## src/rtl/jtpopeye_inputs.sv

```systemverilog
// jtpopeye_inputs: PS/2 and joystick merge, per-control debounce, coin pulse and pause toggle
module jtpopeye_inputs #(
  parameter int DEBOUNCE = 4,
  parameter int COIN_W   = 16
) (
  input  logic        clk,
  input  logic        rst_n,
  input  logic [10:0] ps2_key,
  input  logic [15:0] joy_0,
  input  logic [15:0] joy_1,
  input  logic        clr_pause,
  output logic [4:0]  joystick1,
  output logic [4:0]  joystick2,
  output logic [1:0]  start_button,
  output logic        coin_input,
  output logic        dip_pause
);
  localparam int N  = 14;
  localparam int CW = $clog2(DEBOUNCE + 1);
  localparam int TW = $clog2(COIN_W + 1);
  // control order: right,left,down,up,punch,start1,start2,coin,pause, then P2 right..punch
  logic          primed, strobe, paused;
  logic [8:0]    keys, key_hit;
  logic [N-1:0]  joy_q, raw_q, deb, flip;
  logic [CW-1:0] cnt [N];
  logic [TW-1:0] timer;
  logic          ps2_event, coin_rise, pause_rise;
  logic          unused;
  assign unused     = ^{joy_0[15:10], joy_0[5], joy_1[15:5], ps2_key[8]};
  assign ps2_event  = primed && (ps2_key[10] != strobe);
  assign key_hit    = {ps2_key[7:0] == 8'h0C, ps2_key[7:0] == 8'h04, ps2_key[7:0] == 8'h06,
                       ps2_key[7:0] == 8'h05, ps2_key[7:0] == 8'h14, ps2_key[7:0] == 8'h75,
                       ps2_key[7:0] == 8'h72, ps2_key[7:0] == 8'h6B, ps2_key[7:0] == 8'h74};
  assign coin_rise  = flip[7] && raw_q[7];
  assign pause_rise = flip[8] && raw_q[8];
  for (genvar i = 0; i < N; i++) begin : g_deb
    assign flip[i] = (raw_q[i] != deb[i]) && (cnt[i] == CW'(DEBOUNCE - 1));
    always_ff @(posedge clk or negedge rst_n)
      if (!rst_n) cnt[i] <= '0;
      else cnt[i] <= (raw_q[i] == deb[i] || flip[i]) ? '0 : cnt[i] + CW'(1);
  end
  // joystick words are registered so keys and sticks see the same latency
  always_ff @(posedge clk or negedge rst_n)
    if (!rst_n) begin
      primed       <= 1'b0;
      strobe       <= 1'b0;
      keys         <= '0;
      joy_q        <= '0;
      raw_q        <= '0;
      deb          <= '0;
      timer        <= '0;
      paused       <= 1'b0;
      joystick1    <= '1;
      joystick2    <= '1;
      start_button <= '1;
      coin_input   <= 1'b1;
      dip_pause    <= 1'b1;
    end else begin
      primed       <= 1'b1;
      strobe       <= ps2_key[10];
      keys         <= ps2_event ? (keys & ~key_hit) | (key_hit & {9{ps2_key[9]}}) : keys;
      joy_q        <= {joy_1[4:0], joy_0[9:6], joy_0[4:0]};
      raw_q        <= joy_q | {5'b0, keys};
      deb          <= deb ^ flip;
      timer        <= (coin_rise && timer == '0) ? TW'(COIN_W) : (timer != '0 ? timer - TW'(1) : timer);
      paused       <= clr_pause ? 1'b0 : paused ^ pause_rise;
      joystick1    <= ~deb[4:0];
      joystick2    <= ~deb[13:9];
      start_button <= ~deb[6:5];
      coin_input   <= timer == '0;
      dip_pause    <= ~paused;
    end
endmodule

```

## config.mk

```make
export PLATFORM = sky130hd
export DESIGN_NAME = jtpopeye_inputs
export DESIGN_NICKNAME = d
export VERILOG_FILES = /design/src/rtl/jtpopeye_inputs.sv
export SDC_FILE = /design/constraint.sdc
export NUM_CORES = 1
export LEC_CHECK = 0
export BUFFER_PORTS_ARGS = -buffer_cell sky130_fd_sc_hd__buf_4
export CAP_MARGIN = 20
export CORE_MARGIN = 4
export CORE_UTILIZATION = 35
export CTS_BUF_LIST = sky130_fd_sc_hd__clkbuf_4 sky130_fd_sc_hd__clkbuf_8 sky130_fd_sc_hd__clkbuf_16
export DETAILED_ROUTE_END_ITERATION = 8
export GPL_TIMING_DRIVEN = 0
export PLACE_DENSITY = 0.55
export SLEW_MARGIN = 20
export SYNTH_ARGS = -nofsm -noshare
export SYNTH_HDL_FRONTEND = slang
export SYNTH_SLANG_ARGS = --single-unit
```

## constraint.sdc

```tcl
create_clock -name clk -period 3.8 [get_ports clk]
set_input_delay 0.57 -clock clk [delete_from_list [all_inputs] [get_ports clk]]
set_output_delay 0.57 -clock clk [all_outputs]
set_load 0.01 [all_outputs]
```

==> flow_summary_export.csv <==
group,metric,value,unit
run_status,status,"finished clean",
timing,period_share,43.0,%
cells_and_area,nNetsFinal,475,
pwr,irDropWorstVdd,0.252,mV
timing,tightest_slew,559,ps
worst_setup_path,cp.arrival,1920,ps
timing,slew_headroom,62.7,%
yosys,yosys.area.top_type,"dfrtp_1",
worst_setup_path,slowest_delay,560,ps
global_route,grtUsageMet3,4.67,%
worst_setup_path,crit_buf_inv,1,
timing,finalHoldViolCount,0,
drt,drt_iter0_markers,87,
cells_and_area,design_area,5510,µm²
yosys,syn_inst,340,
die,core_area,12100,µm²
cells_and_area,utilization,45.5,%
timing,rsz0062_at_grt,"no",
cts,clockBufferDepth,2,
placed_design,placed_cell_area,4920,µm²
worst_setup_path,path_cells,"buf_4, or4b_4, nor4b_2, mux2_1",
placed_design,gp_congestion,0.660,
drt,wl_per_cell,10.8,µm
global_route,gr-total-overflow,0,
worst_setup_path,r2r_start,"timer[0]",
yosys,synth.top_cells.by_count,"dfrtp_1, nor2_1, inv_1",
worst_setup_path,end_kind,"flip-flop",
cts,cts_tree,"built",
placed_design,io_buffers,40,
worst_setup_path,crit_fanout,7,
cts,clkTransAtPathRegs,50,ps
drt,dr.pass1.iters,4,
global_route,grt_pass1_vias,2581,
cts,clock_latency,400,ps
worst_setup_path,cp_top_family,"simple AND/OR/NAND/NOR gates",
yosys,synth_edf_count,0,
cells_and_area,syn_to_final_growth,25.6,%
die,die_x,120,µm
yosys,async_flop_share,100,%
cts,clock_sinks,115,
yosys,syn_nets,415,
cells_and_area,drive_above_1_share,27.1,%
worst_setup_path,worstPathRequired,4090,ps
yosys,synth_top_area_share,57.7,%
yosys,syn-cell-area,4380,µm²
placed_design,dp_hpwl,4290,µm
drt,antenna_left,0,
yosys,synth_cell_type_count,32,
global_route,gr-max-usage-layer,"met2",
drt,viasPerCell,4.24,
pwr,power_density,733,nW/µm²
worst_setup_path,startpoint_type,"input port",
die,initial_core_util,36.2,%
yosys,netlist_top_cells_area,"dfrtp_1, dfstp_2, ha_1",
timing,finalClockSkew,6.99,ps
worst_hold_path,hold_path.class,"in2async",
cts,cts_buffers,17,
pwr,p_leak,2.66,nW
drt,wl,6260,µm
cells_and_area,fin_cells,581,
die,io_pins,60,
yosys,ys_ff_latch,115,
pwr,total_power,4.03,mW
global_route,grt_start_max_net_pins,62,
die,dieArea,14400,µm²
drt,drcViolationCount,0,
cts,cts_hold_buf,0,
timing,holdWs,150,ps
die,die_h,120,µm
placed_design,pre_cts_ws,1750,ps
global_route,met1_usage,11.5,%
yosys,yosys_warnings,0,
run,cap_violations,0,
die,row_count,40,
cts,cts_resized,0,
yosys,synth_ff_type,"dfrtp_1",
timing,final.setup.tns,0,ps
worst_setup_path,worstSetupPathType,"in2reg",
yosys,ys_seq_area_share,66.1,%
placed_design,dp_cells,549,
cts,cts_root_buf,"clkbuf_16",
timing,setup_viol,0,
yosys,synth_most_common_cell,"dfrtp_1",
yosys,syn_avg_cell_area,12.9,µm²
cts,htree_num_levels,4,
cts,cts_setup_buffers,0,
timing,fin_ws,2160,ps
cells_and_area,diodes,0,
global_route,grt_pass1_wl,11200,µm
global_route,grt_util_met2,15.6,%
timing,drv_slew,0,
worst_setup_path,critPathLaunch,"ps2_key[1]",
timing,max_freq,612,MHz
global_route,grt_use_total,10.0,%
global_route,antenna_found_initial,0,
drt,dr_total_vias,2462,
timing,timing.final.crit_period,1640,ps
worst_setup_path,critPathSlowestCell,"or4b_4",
[final timing paths]
| path | end | slack, ps | cells after the start |
|---|---|---|---|
| max | flip-flop | 2160 | 4 |
| min | cnt[41] | 150 | 1 |
| max reg2reg | timer[3] | 2220 | 5 |
| min reg2reg | raw_q[13] | 350 | 0 |
| max in group asynchronous | joystick1[2] | 2950 | 2 |
| min in group clk | joy_q[3] | 270 | 1 |
[kinds of logic after synthesis]
logic type               after synthesis  synth area share (%)
flip-flops                           115                  66.1
AND/OR/NAND/NOR                      107                  13.4
buffers and inverters                 43                  3.68
adder cells (fa/ha/maj)               29                  8.28
XOR/XNOR                              18                  3.60
AO/OA/AOI/OAI                         14                  1.60
multiplexers                          13                  3.31
other                                  1                0.0856
[cell type report]
class | count | area [µm²]
multi-input cells | 182 | 1330
clock buffers | 21 | 462
inverters | 43 | 161
well taps | 168 | 210
fillers | 1149 | 6610
flip-flops and latches | 115 | 2900
clock inverters | 11 | 113
repair buffers | 41 | 332
[metal layers]
layer	part of all wire (%)	up-vias
li1	-	1215
met1	46	1193
met4	1.7	0
met2	48	44
met3	5.2	10
met5	0	-
[worst reg2reg max path, delay by kind of cell, from the launching register on]
kind,cells,cell delay (ps)
buf+inv,1,70
fa+ha+maj,1,200
flops,1,410
xor+xnor,1,160
simple gates,2,610
[power breakdown]
part / switching (mW) / internal (mW) / leakage (nW)
registers: 0.159 / 1.60 / 1.43
logic: 0.405 / 0.365 / 0.952
clock network: 0.517 / 0.993 / 0.283
[cell usage in the layout (no fill, tap or decap), types with 2 or more instances in the layout]
| master | n |
|---|---|
| inv_1 | 43 |
| bufinv_16 | 2 |
| nand3b_1 | 3 |
| buf_4 | 39 |
| mux2_2 | 10 |
| and4bb_2 | 2 |
| nand4b_1 | 2 |
| nor2_1 | 44 |
| or2_2 | 9 |
| xor2_1 | 16 |
| mux2_1 | 2 |
| o21ai_0 | 14 |
| clkbuf_16 | 17 |
| nand4_1 | 3 |
| dfrtp_1 | 101 |
| nor4b_2 | 2 |
| xnor2_1 | 2 |
| ha_1 | 29 |
| clkinv_2 | 6 |
| nand2_1 | 13 |
| dfstp_2 | 14 |
| nand2b_1 | 15 |
| nand3_1 | 2 |
| clkbuf_4 | 3 |
| nor4_1 | 3 |
| clkinvlp_4 | 3 |
Power figures use the tool's default switching activity.
